===== config.mk =====
export PLATFORM = sky130hd
export DESIGN_NAME = capture_ctrl_flat
export DESIGN_NICKNAME = d
export VERILOG_FILES = /design/src/rtl/capture_if.sv /design/src/rtl/capture_ctrl.sv /design/src/flat_wrapper.sv
export SDC_FILE = /design/constraint.sdc
export NUM_CORES = 1
export LEC_CHECK = 0
export CAP_MARGIN = 20
export CORE_ASPECT_RATIO = 1.4
export CORE_UTILIZATION = 51
export CTS_CLUSTER_DIAMETER = 50
export DETAILED_ROUTE_END_ITERATION = 6
export GPL_TIMING_DRIVEN = 0
export PLACE_DENSITY = 0.91
export SLEW_MARGIN = 10
export SYNTH_ARGS = -nofsm -noshare
export SYNTH_HDL_FRONTEND = slang
export SYNTH_SLANG_ARGS = --single-unit

===== constraint.sdc =====
create_clock -name clk_i -period 7.4 [get_ports clk_i]
set_clock_uncertainty 0.05 [all_clocks]
set_input_delay 0.74 -clock clk_i [delete_from_list [all_inputs] [get_ports clk_i]]
set_output_delay 0.74 -clock clk_i [all_outputs]
set_load 0.02 [all_outputs]

===== src/rtl/capture_if.sv =====
// Signal bundle between the capture controller and its neighbours (command decoder, sampler,
// sample memory, readout). The controller uses the slave modport; the environment uses master.
interface capture_if #(
    parameter int unsigned CHLS  = 32,
    parameter int unsigned CNT_W = 16
);
    logic             cmd_vld_i;
    logic [7:0]       cmd_op_i;
    logic [31:0]      cmd_arg_i;
    logic [23:0]      fdiv_o;
    logic             set_div_o;
    logic [CHLS-1:0]  smpls_i;
    logic             stb_i;
    logic             trg_i;
    logic             we_o;
    logic [CHLS-1:0]  wdata_o;
    logic             rd_start_o;
    logic [CNT_W-1:0] rd_len_o;
    logic             rd_done_i;
    logic [1:0]       state_o;
    logic             err_o;

    modport master (
        output cmd_vld_i, cmd_op_i, cmd_arg_i, smpls_i, stb_i, trg_i, rd_done_i,
        input  fdiv_o, set_div_o, we_o, wdata_o, rd_start_o, rd_len_o, state_o, err_o
    );

    modport slave (
        input  cmd_vld_i, cmd_op_i, cmd_arg_i, smpls_i, stb_i, trg_i, rd_done_i,
        output fdiv_o, set_div_o, we_o, wdata_o, rd_start_o, rd_len_o, state_o, err_o
    );
endinterface


===== src/rtl/capture_ctrl.sv =====
// Capture run sequencer: arm, qualify trigger on strobes, count post-trigger samples, start readout.
// All outputs are registered; memory writes are gated to strobes belonging to the current capture.
module capture_ctrl #(
    parameter int unsigned CHLS  = 32,
    parameter int unsigned CNT_W = 16
) (
    input logic      clk_i,
    input logic      rst_i,
    capture_if.slave bus
);
    localparam logic [7:0] OpReset  = 8'h00;
    localparam logic [7:0] OpArm    = 8'h01;
    localparam logic [7:0] OpSetDiv = 8'h80;
    localparam logic [7:0] OpSetCnt = 8'h81;

    typedef enum logic [1:0] {
        StIdle  = 2'd0,
        StArmed = 2'd1,
        StDelay = 2'd2,
        StRead  = 2'd3
    } state_e;

    state_e           state_q;
    logic [23:0]      fdiv_q;
    logic             set_div_q;
    logic             we_q;
    logic [CHLS-1:0]  wdata_q;
    logic             rd_start_q;
    logic [CNT_W-1:0] rd_len_q;
    logic             err_q;
    logic [CNT_W-1:0] delay_cnt_q;
    logic [CNT_W-1:0] read_cnt_q;
    logic [CNT_W-1:0] cnt_q;

    always_ff @(posedge clk_i or posedge rst_i) begin
        if (rst_i) begin
            state_q     <= StIdle;
            fdiv_q      <= '0;
            set_div_q   <= 1'b0;
            we_q        <= 1'b0;
            wdata_q     <= '0;
            rd_start_q  <= 1'b0;
            rd_len_q    <= '0;
            err_q       <= 1'b0;
            delay_cnt_q <= '0;
            read_cnt_q  <= '0;
            cnt_q       <= '0;
        end else begin
            set_div_q  <= 1'b0;
            rd_start_q <= 1'b0;
            we_q       <= 1'b0;

            if (bus.stb_i && (state_q == StArmed || state_q == StDelay)) begin
                we_q    <= 1'b1;
                wdata_q <= bus.smpls_i;
            end

            unique case (state_q)
                StIdle: ;
                StArmed: begin
                    if (bus.stb_i && bus.trg_i) begin
                        if (delay_cnt_q == '0) begin
                            state_q    <= StRead;
                            rd_start_q <= 1'b1;
                            rd_len_q   <= read_cnt_q;
                        end else begin
                            cnt_q   <= delay_cnt_q;
                            state_q <= StDelay;
                        end
                    end
                end
                StDelay: begin
                    if (bus.stb_i && cnt_q != '0) begin
                        cnt_q <= cnt_q - 1'b1;
                        if (cnt_q == CNT_W'(1)) begin
                            state_q    <= StRead;
                            rd_start_q <= 1'b1;
                            rd_len_q   <= read_cnt_q;
                        end
                    end
                end
                StRead: begin
                    if (bus.rd_done_i) state_q <= StIdle;
                end
                default: state_q <= StIdle;
            endcase

            // Commands are handled last so RESET overrides any transition or pulse decided above.
            if (bus.cmd_vld_i) begin
                case (bus.cmd_op_i)
                    OpReset: begin
                        state_q    <= StIdle;
                        err_q      <= 1'b0;
                        we_q       <= 1'b0;
                        rd_start_q <= 1'b0;
                        set_div_q  <= 1'b0;
                    end
                    OpArm: begin
                        if (state_q == StIdle) state_q <= StArmed;
                        else                   err_q   <= 1'b1;
                    end
                    OpSetDiv: begin
                        if (state_q == StIdle) begin
                            fdiv_q    <= bus.cmd_arg_i[23:0];
                            set_div_q <= 1'b1;
                        end else begin
                            err_q <= 1'b1;
                        end
                    end
                    OpSetCnt: begin
                        if (state_q == StIdle) begin
                            read_cnt_q  <= bus.cmd_arg_i[CNT_W-1:0];
                            delay_cnt_q <= bus.cmd_arg_i[16+CNT_W-1:16];
                        end else begin
                            err_q <= 1'b1;
                        end
                    end
                    default: ;
                endcase
            end
        end
    end

    assign bus.fdiv_o     = fdiv_q;
    assign bus.set_div_o  = set_div_q;
    assign bus.we_o       = we_q;
    assign bus.wdata_o    = wdata_q;
    assign bus.rd_start_o = rd_start_q;
    assign bus.rd_len_o   = rd_len_q;
    assign bus.state_o    = state_q;
    assign bus.err_o      = err_q;
endmodule


===== src/flat_wrapper.sv =====
// flat-port wrapper written by rule: the top's interface ports become plain ports
module capture_ctrl_flat 
#(
    parameter int unsigned CHLS  = 32,
    parameter int unsigned CNT_W = 16
)
  (clk_i, rst_i, bus_cmd_vld_i, bus_cmd_op_i, bus_cmd_arg_i, bus_smpls_i, bus_stb_i, bus_trg_i, bus_rd_done_i, bus_fdiv_o, bus_set_div_o, bus_we_o, bus_wdata_o, bus_rd_start_o, bus_rd_len_o, bus_state_o, bus_err_o);
  capture_if #(.CHLS(CHLS), .CNT_W(CNT_W)) bus_i ();
  input logic clk_i;
  input logic rst_i;
  input wire logic [$bits(bus_i.cmd_vld_i)-1:0] bus_cmd_vld_i;
  input wire logic [$bits(bus_i.cmd_op_i)-1:0] bus_cmd_op_i;
  input wire logic [$bits(bus_i.cmd_arg_i)-1:0] bus_cmd_arg_i;
  input wire logic [$bits(bus_i.smpls_i)-1:0] bus_smpls_i;
  input wire logic [$bits(bus_i.stb_i)-1:0] bus_stb_i;
  input wire logic [$bits(bus_i.trg_i)-1:0] bus_trg_i;
  input wire logic [$bits(bus_i.rd_done_i)-1:0] bus_rd_done_i;
  output wire logic [$bits(bus_i.fdiv_o)-1:0] bus_fdiv_o;
  output wire logic [$bits(bus_i.set_div_o)-1:0] bus_set_div_o;
  output wire logic [$bits(bus_i.we_o)-1:0] bus_we_o;
  output wire logic [$bits(bus_i.wdata_o)-1:0] bus_wdata_o;
  output wire logic [$bits(bus_i.rd_start_o)-1:0] bus_rd_start_o;
  output wire logic [$bits(bus_i.rd_len_o)-1:0] bus_rd_len_o;
  output wire logic [$bits(bus_i.state_o)-1:0] bus_state_o;
  output wire logic [$bits(bus_i.err_o)-1:0] bus_err_o;
  assign bus_i.cmd_vld_i = bus_cmd_vld_i;
  assign bus_i.cmd_op_i = bus_cmd_op_i;
  assign bus_i.cmd_arg_i = bus_cmd_arg_i;
  assign bus_i.smpls_i = bus_smpls_i;
  assign bus_i.stb_i = bus_stb_i;
  assign bus_i.trg_i = bus_trg_i;
  assign bus_i.rd_done_i = bus_rd_done_i;
  assign bus_fdiv_o = bus_i.fdiv_o;
  assign bus_set_div_o = bus_i.set_div_o;
  assign bus_we_o = bus_i.we_o;
  assign bus_wdata_o = bus_i.wdata_o;
  assign bus_rd_start_o = bus_i.rd_start_o;
  assign bus_rd_len_o = bus_i.rd_len_o;
  assign bus_state_o = bus_i.state_o;
  assign bus_err_o = bus_i.err_o;
  capture_ctrl #(.CHLS(CHLS), .CNT_W(CNT_W)) u_core (.clk_i(clk_i), .rst_i(rst_i), .bus(bus_i));
endmodule

==> tab_implementation.tex, run 1 <==
\begin{tabular}{lr}
\hline
Metric & Value \\
\hline
\multicolumn{2}{l}{\textbf{Status}} \\
\quad Status & finished clean \\
\multicolumn{2}{l}{\textbf{Worst setup path}} \\
\quad CP Max Fanout & 10 \\
\quad R2r endpoint & u\_core.cnt\_q[2] \\
\quad Setup slack of the worst register-to-register path & 4.61 ns \\
\quad Worst setup path class & in -> reg \\
\quad Worst reg2reg path startpoint & u\_core.bus.state\_o[1] \\
\quad Worst Path Arrival & between 3 and 4 ns \\
\quad Reg2Reg Depth & 8 \\
\quad Launching element type of the critical path & primary input \\
\quad Critical path data required time & $\sim$7.7 ns \\
\quad Endpoint type of the worst setup path & flip-flop \\
\multicolumn{2}{l}{\textbf{Drt}} \\
\quad Routed length per placed instance & a little over 20 um \\
\quad Remaining DRCs & 0 \\
\quad Via count & $\sim$4200 \\
\quad Total detailed-routing wirelength & 14800 um \\
\quad DRT antenna net count & 0 \\
\quad 1st-iter DRT viols & 387 \\
\quad Router iterations before antenna repair & 5 \\
\quad Mean number of vias per cell & 5.80 \\
\multicolumn{2}{l}{\textbf{CTS}} \\
\quad Resize count post-CTS & 0 \\
\quad Clock buffer count from CTS & 17 \\
\quad Number of setup buffers added after CTS & 0 \\
\quad Clock transition at the registers of the reported paths & 0.05 ns \\
\quad Largest buffer count on any clock path & 2 \\
\quad CTS tree & done \\
\quad CTS Sinks & $\sim$130 \\
\quad CTS H-Tree Depth & 4 \\
\quad Number of hold buffers added after CTS & 0 \\
\quad Clock latency reported for the late side of the worst-skew pair & approximately 0.42 ns \\
\quad Master cell of the clock root buffer & sky130\_fd\_sc\_hd\_\_clkbuf\_16 \\
\multicolumn{2}{l}{\textbf{Min path}} \\
\quad Worst Hold End & u\_core.bus.err\_o \\
\quad Hold path cells & 2 \\
\quad Beginning of the worst hold path & u\_core.bus.err\_o \\
\quad Min-delay worst type & reg -> reg \\
\multicolumn{2}{l}{\textbf{Synth}} \\
\quad Count of flip-flops with a built-in enable after synthesis & 0 \\
\quad Share of flip-flops with an asynchronous set or reset & between 90\% and 100\% \\
\quad Cell variety after synth & 53 \\
\quad FF+latch count, synth & between 100 and 150 \\
\quad Syn\_nets & between 400 and 500 \\
\quad Seq/Total Area, Yosys & between 50\% and 60\% \\
\quad Netlist area before placement & $\sim$0.0054 mm2 \\
\quad Prevailing post-synth register cell & sky130\_fd\_sc\_hd\_\_dfrtp\_1 \\
\quad Avg Inst Size Synth & $\sim$13 um2 \\
\quad Cell count after synthesis & 404 \\
\quad Count of synthesis-stage warnings from yosys & 0 \\
\multicolumn{2}{l}{\textbf{Power and ir drop}} \\
\quad Peak supply drop & 318 uV \\
\quad Post-route total power & 2.93 mW \\
\quad Pwr dens & approximately 370 mW/mm2 \\
\quad Leak & between 3 and 4 nW \\
\multicolumn{2}{l}{\textbf{Layout}} \\
\quad Antenna Cells & 0 \\
\quad Final core occ & about three quarters \\
\quad Seq. cell area & 0.00315 mm2 \\
\quad Design area & 0.00781 mm2 \\
\quad Ratio of cells with drive above 1 in the final layout & approximately a quarter \\
\quad Number of non-filler instances in the completed layout & 730 \\
\quad Combined area of the multi-input logic cells & about 0.0022 mm2 \\
\quad Number of filler cells placed in the layout & approximately 560 \\
\quad Net count, final & 664 \\
\quad Area growth syn-to-layout & 43.5\% \\
\multicolumn{2}{l}{\textbf{STA}} \\
\quad Fmax & approximately 360 MHz \\
\quad Worst hold slack & approximately 0.45 ns \\
\quad Setup repair after global routing missed its margin & false \\
\quad Final-report max-slew violation count & 0 \\
\quad Final critical-path setup slack & 4.59 ns \\
\quad Final Critical Period & roughly 2.8 ns \\
\quad Final clock period utilization by the worst path & about 38\% \\
\quad Worst Tran Pin Value & 0.739 ns \\
\quad Normalized max-slew margin & about half \\
\quad Aggregate negative setup slack & 0 ns \\
\quad Final setup violation count & 0 \\
\quad Final hold vios & 0 \\
\multicolumn{2}{l}{\textbf{Global route}} \\
\quad Wire length of the first global-routing pass & between 20000 and 25000 um \\
\quad Antenna violations before repair & 0 \\
\quad Overall overflow remaining after global route & 0 \\
\quad Maximum number of pins on one net before global-route repair & between 60 and 70 \\
\quad Total routing resource utilization after global routing & between 20\% and 30\% \\
\quad Via count of the first global-routing pass & 4542 \\
\multicolumn{2}{l}{\textbf{Placement}} \\
\quad HPWL reported at the end of detailed placement & 9840 um \\
\quad Final weighted congestion in routability-driven placement & roughly 0.9 \\
\quad \# placed instances & roughly 700 \\
\quad Post-Place Setup Slack & about 3.6 ns \\
\quad PortBufs & 154 \\
\quad Standard cell area after detailed placement & 0.00719 mm2 \\
\multicolumn{2}{l}{\textbf{Floorplan}} \\
\quad Core Rows & 44 \\
\quad Die area & approximately 0.011 mm2 \\
\quad Placeable core area & approximately 0.010 mm2 \\
\quad Io pins & between 150 and 200 \\
\quad Vertical die dimension & 124 um \\
\quad Effective utilization at floorplan & 52.3\% \\
\quad Die Wd & around 90 um \\
\multicolumn{2}{l}{\textbf{Run}} \\
\quad Number of max-cap violations & 0 \\
\hline
\end{tabular}
critical path, cell delays in order:
cell,delay (ns)
sky130_fd_sc_hd__clkdlybuf4s50_1,0.50
sky130_fd_sc_hd__nand3_1,0.14
sky130_fd_sc_hd__a41oi_1,0.51
sky130_fd_sc_hd__or2_2,0.21
sky130_fd_sc_hd__clkbuf_1,0.42
sky130_fd_sc_hd__mux2_2,0.40
sky130_fd_sc_hd__a31oi_1,0.16
worst max-delay path by stage:
stage | end | start | slack, ns
after detailed placement | u_core.bus.fdiv_o[13] | bus_cmd_vld_i | 3.63
after floorplan | u_core.bus.err_o | rst_i | 3.25
final | u_core.cnt_q[2] | bus_trg_i | 4.59
after global placement | u_core.bus.fdiv_o[21] | rst_i | 1.76
after CTS | u_core.bus.fdiv_o[5] | bus_cmd_op_i[5] | 4.04
after global routing | u_core.bus.fdiv_o[5] | bus_cmd_vld_i | 4.44
metal layers:
layer / wire length (um) / GRT usage [%]
met1: 5580 / 34.1
met2: 7870 / 47.9
met3: 981 / 8.08
met4: 400 / 12.0
met5: 0 / 0
flip-flops by register name (all words and copies together), names as in the netlist:
signal / count
u_core.bus.wdata_o: 32
u_core.cnt_q: 16
u_core.read_cnt_q: 16
u_core.delay_cnt_q: 16
u_core.bus.fdiv_o: 24
u_core.bus.set_div_o: 1
u_core.bus.err_o: 1
u_core.bus.rd_len_o: 16
u_core.bus.we_o: 1
u_core.bus.state_o: 2
u_core.bus.rd_start_o: 1
where the power goes:
part           switching [mW]  total [mW]  internal (mW)  leakage [nW]
Sequential              0.128       0.987          0.859          1.66
Combinational           0.548        1.07          0.521          1.54
Clock                   0.303       0.873          0.571         0.301
cells in the mapped netlist (2+ instances only):
cell type / number / area, um2
sky130_fd_sc_hd__dfrtp_1: 126 / 3150
sky130_fd_sc_hd__mux2_2: 93 / 1050
sky130_fd_sc_hd__nor2_1: 19 / 71.3
sky130_fd_sc_hd__a21oi_1: 12 / 60.1
sky130_fd_sc_hd__inv_1: 11 / 41.3
sky130_fd_sc_hd__o21ai_0: 11 / 55.1
sky130_fd_sc_hd__clkbuf_1: 10 / 37.5
sky130_fd_sc_hd__mux2_4: 10 / 150
sky130_fd_sc_hd__nand2_1: 10 / 37.5
sky130_fd_sc_hd__nor3_1: 8 / 40.0
sky130_fd_sc_hd__ha_1: 7 / 87.6
sky130_fd_sc_hd__buf_1: 6 / 22.5
sky130_fd_sc_hd__nand4_1: 6 / 37.5
sky130_fd_sc_hd__nor4_1: 6 / 37.5
sky130_fd_sc_hd__a31oi_1: 4 / 25.0
sky130_fd_sc_hd__nand3_1: 4 / 20.0
sky130_fd_sc_hd__o211ai_1: 4 / 30.0
sky130_fd_sc_hd__or4_1: 4 / 30.0
sky130_fd_sc_hd__a22oi_1: 3 / 22.5
sky130_fd_sc_hd__o22a_1: 3 / 26.3
sky130_fd_sc_hd__o2bb2ai_1: 3 / 26.3
sky130_fd_sc_hd__or2_2: 3 / 18.8
sky130_fd_sc_hd__or3_1: 3 / 18.8
sky130_fd_sc_hd__a211o_1: 2 / 17.5
sky130_fd_sc_hd__a22o_1: 2 / 17.5
sky130_fd_sc_hd__a41oi_1: 2 / 17.5
sky130_fd_sc_hd__mux2_1: 2 / 22.5
sky130_fd_sc_hd__nor4b_1: 2 / 17.5
sky130_fd_sc_hd__o22ai_1: 2 / 12.5
sky130_fd_sc_hd__o31a_1: 2 / 17.5
sky130_fd_sc_hd__o31ai_1: 2 / 15.0
cell type report:
cell class / instances / share of cell area [%]
buffer: 18 / 1.02
clock inverter: 11 / 2.11
multi-input combinational: 248 / 27.8
tap: 138 / 2.21
inverter: 12 / 0.641
clock buffer: 21 / 5.76
timing repair buffer: 156 / 20.1
sequential: 126 / 40.4
kinds of logic after synthesis:
logic type	count (synthesis)	share of synthesized area (%)
compound gates	64	8.41
fa+ha+maj	7	1.61
mux	105	22.4
flops	126	57.9
buf+inv	30	2.30
simple gates	72	7.40
placed cells by master (no fill, tap or decap), types with 3 or more instances in the layout:
master / count
sky130_fd_sc_hd__clkbuf_1: 13
sky130_fd_sc_hd__or3_1: 3
sky130_fd_sc_hd__or2_2: 3
sky130_fd_sc_hd__nor2_1: 19
sky130_fd_sc_hd__bufinv_16: 4
sky130_fd_sc_hd__nand4_1: 6
sky130_fd_sc_hd__nor3_1: 8
sky130_fd_sc_hd__or4_1: 4
sky130_fd_sc_hd__buf_1: 6
sky130_fd_sc_hd__mux2_4: 10
sky130_fd_sc_hd__clkdlybuf4s50_1: 154
sky130_fd_sc_hd__mux2_2: 93
sky130_fd_sc_hd__o22a_1: 3
sky130_fd_sc_hd__o2bb2ai_1: 3
sky130_fd_sc_hd__nor4_1: 6
sky130_fd_sc_hd__nand3_1: 4
sky130_fd_sc_hd__o211ai_1: 4
sky130_fd_sc_hd__ha_1: 7
sky130_fd_sc_hd__dfrtp_1: 126
sky130_fd_sc_hd__a31oi_1: 4
sky130_fd_sc_hd__a22oi_1: 3
sky130_fd_sc_hd__clkinv_2: 4
sky130_fd_sc_hd__nand2_1: 10
sky130_fd_sc_hd__a21oi_1: 12
sky130_fd_sc_hd__clkbuf_16: 17
sky130_fd_sc_hd__inv_1: 10
sky130_fd_sc_hd__o21ai_0: 11
Note: power is estimated with default switching activity, not from simulation.
==> run 2: changes to the inputs <==
--- a/config.mk
+++ b/config.mk
@@ -7,11 +7,11 @@
 export LEC_CHECK = 0
 export CAP_MARGIN = 20
 export CORE_ASPECT_RATIO = 1.4
-export CORE_UTILIZATION = 51
+export CORE_UTILIZATION = 43
 export CTS_CLUSTER_DIAMETER = 50
 export DETAILED_ROUTE_END_ITERATION = 6
 export GPL_TIMING_DRIVEN = 0
-export PLACE_DENSITY = 0.91
+export PLACE_DENSITY = 0.82
 export SLEW_MARGIN = 10
 export SYNTH_ARGS = -nofsm -noshare
 export SYNTH_HDL_FRONTEND = slang
==> constraint.sdc (replaced) <==
create_clock -name clk_i -period 2.4 [get_ports clk_i]
set_clock_uncertainty 0.05 [all_clocks]
set_input_delay 0.24 -clock clk_i [delete_from_list [all_inputs] [get_ports clk_i]]
set_output_delay 0.24 -clock clk_i [all_outputs]
set_load 0.02 [all_outputs]
==> tab_implementation.tex, run 2 (synthesized netlist as in run 1, its figures left out) <==
\begin{tabular}{lr}
\hline
Metric & Value \\
\hline
\multicolumn{2}{l}{\textbf{Worst setup path}} \\
\quad Worst setup path class & reg -> reg \\
\quad Cells along the critical path & or4\_4, or4\_4, nor2\_4, o22ai\_4, clkbuf\_16, mux2\_4 \\
\quad Worst Path Arrival & 2.67 ns (-0.41 ns) \\
\quad Endpoint type of the worst setup path & flip-flop \\
\quad CP max stage cell & sky130\_fd\_sc\_hd\_\_or4\_4 \\
\quad Launching element type of the critical path & flip-flop \\
\quad Critical Path Source & u\_core.cnt\_q[6] \\
\quad Worst reg2reg path startpoint & u\_core.cnt\_q[6] \\
\quad CP Max Fanout & 5 (-5) \\
\quad Most frequent cell on the critical path & sky130\_fd\_sc\_hd\_\_or4\_4 \\
\quad Longest individual stage delay on the worst path & 0.55 ns (+0.04 ns) \\
\quad Setup slack of the worst register-to-register path & -0.02 ns (-4.63 ns) \\
\quad Critical path data required time & 2.65 ns (-5.03 ns) \\
\multicolumn{2}{l}{\textbf{Status}} \\
\quad Violations in the final reports & negative setup slack \\
\quad Status & finished, violations left \\
\multicolumn{2}{l}{\textbf{Layout}} \\
\quad Design area & 0.00815 mm2 (+4.3\%) \\
\quad Number of filler cells placed in the layout & 822 (+48\%) \\
\quad Number of flip-flops in the largest register & 32 (unchanged) \\
\quad Ratio of cells with drive above 1 in the final layout & 31.0\% (+6.5 points) \\
\quad Antenna Cells & 0 (unchanged) \\
\quad Final core occ & 66.2\% (-8.9 points) \\
\quad Area growth syn-to-layout & 49.6\% \\
\quad Seq. cell area & 0.00315 mm2 (unchanged) \\
\quad Leading cell type in the layout, fill and taps excluded & sky130\_fd\_sc\_hd\_\_clkdlybuf4s50\_1 \\
\quad Net count, final & 678 (+2.1\%) \\
\quad Combined area of the multi-input logic cells & 0.00228 mm2 (+5.0\%) \\
\quad Commonest non-fill, non-tap cells in the layout & 154 x sky130\_fd\_sc\_hd\_\_clkdlybuf4s50\_1, 126 x sky130\_fd\_sc\_hd\_\_dfrtp\_1, 93 x sky130\_fd\_sc\_hd\_\_mux2\_2, 18 x sky130\_fd\_sc\_hd\_\_clkbuf\_16, 17 x sky130\_fd\_sc\_hd\_\_nor2\_1 \\
\multicolumn{2}{l}{\textbf{STA}} \\
\quad Final critical-path setup slack & -0.0243 ns (-4.62 ns) \\
\quad Normalized max-slew margin & 58.4\% (+7.7 points) \\
\quad Final Critical Period & around 2.4 ns \\
\quad Setup repair after global routing missed its margin & true \\
\quad Final-report max-slew violation count & 0 (unchanged) \\
\quad Final setup violation count & 8 (+8) \\
\quad Final clock period utilization by the worst path & 101\% \\
\quad Worst Tran Pin Value & 0.620 ns (-0.119 ns) \\
\quad Final hold vios & 0 (unchanged) \\
\quad Fmax & $\sim$410 MHz \\
\multicolumn{2}{l}{\textbf{Placement}} \\
\quad HPWL reported at the end of detailed placement & 10500 um (+6.7\%) \\
\quad PortBufs & 154 (unchanged) \\
\quad Final weighted congestion in routability-driven placement & 0.930 (+3.3\%) \\
\quad Standard cell area after detailed placement & 0.00725 mm2 (+0.73\%) \\
\multicolumn{2}{l}{\textbf{Global route}} \\
\quad Total routing resource utilization after global routing & 23.9\% (-4.8 points) \\
\quad Wire length of the first global-routing pass & 24200 um (+2.4\%) \\
\quad Overall overflow remaining after global route & 0 (unchanged) \\
\quad Maximum number of pins on one net before global-route repair & 41 (-40\%) \\
\quad Via count of the first global-routing pass & 4561 (+0.42\%) \\
\quad Antenna violations before repair & 0 (unchanged) \\
\multicolumn{2}{l}{\textbf{Power and ir drop}} \\
\quad Pwr dens & 1140 mW/mm2 (+210\%) \\
\quad Internal Power & 6.23 mW (+220\%) \\
\quad Leak & 3.65 nW (+4.4\%) \\
\quad Combinational power share & 37.1\% (+0.6 points) \\
\quad Switching part of the total & 33.2\% (-0.21 points) \\
\quad Clk pwr share & 30.5\% (+0.7 points) \\
\quad Peak supply drop & 746 uV (+130\%) \\
\quad Net Sw Power & 3.10 mW (+220\%) \\
\quad Fraction of power consumed by sequential logic & 32.4\% (-1.3 points) \\
\multicolumn{2}{l}{\textbf{CTS}} \\
\quad Master cell of the clock root buffer & sky130\_fd\_sc\_hd\_\_clkbuf\_16 \\
\quad Clock latency reported for the late side of the worst-skew pair & 0.41 ns (about the same) \\
\quad Number of hold buffers added after CTS & 0 (unchanged) \\
\quad CTS H-Tree Depth & 4 (unchanged) \\
\quad Largest buffer count on any clock path & 2 (unchanged) \\
\quad Clock buffer count from CTS & 17 (unchanged) \\
\quad Clock transition at the registers of the reported paths & 0.06 ns (about the same) \\
\quad CTS Sinks & 126 (unchanged) \\
\quad CTS tree & done \\
\multicolumn{2}{l}{\textbf{Drt}} \\
\quad Remaining DRCs & 0 (unchanged) \\
\quad Total detailed-routing wirelength & 14900 um (+0.28\%) \\
\quad 1st-iter DRT viols & 301 (-22\%) \\
\quad Mean number of vias per cell & 5.69 (-1.8\%) \\
\quad Router iterations before antenna repair & 6 (+1) \\
\quad Routed length per placed instance & 19.7 um (-3.2\%) \\
\quad DRT antenna net count & 0 (unchanged) \\
\quad Via count & 4305 (+1.7\%) \\
\multicolumn{2}{l}{\textbf{Floorplan}} \\
\quad Vertical die dimension & 135 um (+8.8\%) \\
\quad Die Wd & 97.1 um (+8.7\%) \\
\quad Core Rows & 48 (+9.1\%) \\
\quad Die area & 0.0131 mm2 (+18\%) \\
\quad Effective utilization at floorplan & 44.2\% (-8.1 points) \\
\quad Io pins & 156 (unchanged) \\
\quad Placeable core area & 0.0123 mm2 (+18\%) \\
\multicolumn{2}{l}{\textbf{Min path}} \\
\quad Min-delay worst type & in -> async \\
\multicolumn{2}{l}{\textbf{Run}} \\
\quad Number of max-cap violations & 0 (unchanged) \\
\hline
\end{tabular}
## run 2: routing by layer
metal / wire [um] / global-route usage [%] / share of wire [%] / vias to the layer above
met5: 0 / 0 / 0 / -
met4: 631 / 10.8 / 4.2 / 0
met3: 1010 / 6.81 / 6.8 / 61
met2: 8050 / 43.5 / 54 / 234
met1: 5170 / 25.5 / 35 / 2134
li1: - / - / - / 1876
## run 2: timing repair
action,CTS,global route
endpoints found under the setup margin,77,76
pin swaps,1,7
setup buffers,6,8
resized for setup,13,22
cloned,1,0
endpoints found under the hold margin,0,0
## run 2: critical path, delay by kind of cell, from the launching register on
family                 cells  cell delay (ns)
AO/OA/AOI/OAI              1             0.12
buffers and inverters      1             0.20
flip-flops                 1             0.39
multiplexers               1             0.29
AND/OR/NAND/NOR            3             1.25
## run 2: path summary, 6_finish.rpt
check | end | cells after the start
worst max-delay path | u_core.bus.rd_len_o[6] | 6
worst min-delay path | u_core.bus.wdata_o[14] | 2
worst max register to register | u_core.bus.rd_len_o[6] | 6
worst min register to register | u_core.read_cnt_q[10] | 1
max in group asynchronous | u_core.bus.fdiv_o[22] | 3
min in group clk_i | u_core.bus.wdata_o[15] | 2
## run 2: power by group through the flow
| stage | logic [mW] | registers (mW) | clock network, mW |
|---|---|---|---|
| 6_report | 3.46 | 3.02 | 2.85 |
| 4_1_cts | 3.40 | 3.00 | 2.91 |
| 3_5_place_dp | 3.24 | 3.03 | 0 |
| 2_1_floorplan | 1.48 | 3.44 | 0 |
| 3_3_place_gp | 3.12 | 2.99 | 0 |
| 5_1_grt | 3.66 | 3.09 | 3.00 |
## run 2: per-stage QoR
step	hold slack (ns)	cells	TNS [ns]	setup WS, ns	power [mW]
2_1_floorplan	0.322	404	0	0.00982	4.92
3_3_place_gp	0.419	708	-94.90	-0.914	6.12
3_5_place_dp	0.433	711	-36.50	-1.02	6.27
4_1_cts	0.146	749	-0.0646	-0.0107	9.30
5_1_grt	0.164	756	-0.402	-0.0542	9.75
6_report	0.137	756	-0.109	-0.0243	9.33
## run 2: area by class of cell
class	count	area share (%)
Sequential cell	126	38.7
Tap cell	150	2.30
Clock inverter	15	2.89
Inverter	12	0.645
Clock buffer	17	5.22
Buffer	16	1.04
Multi-Input combinational cell	248	27.9
Timing Repair Buffer	172	21.3
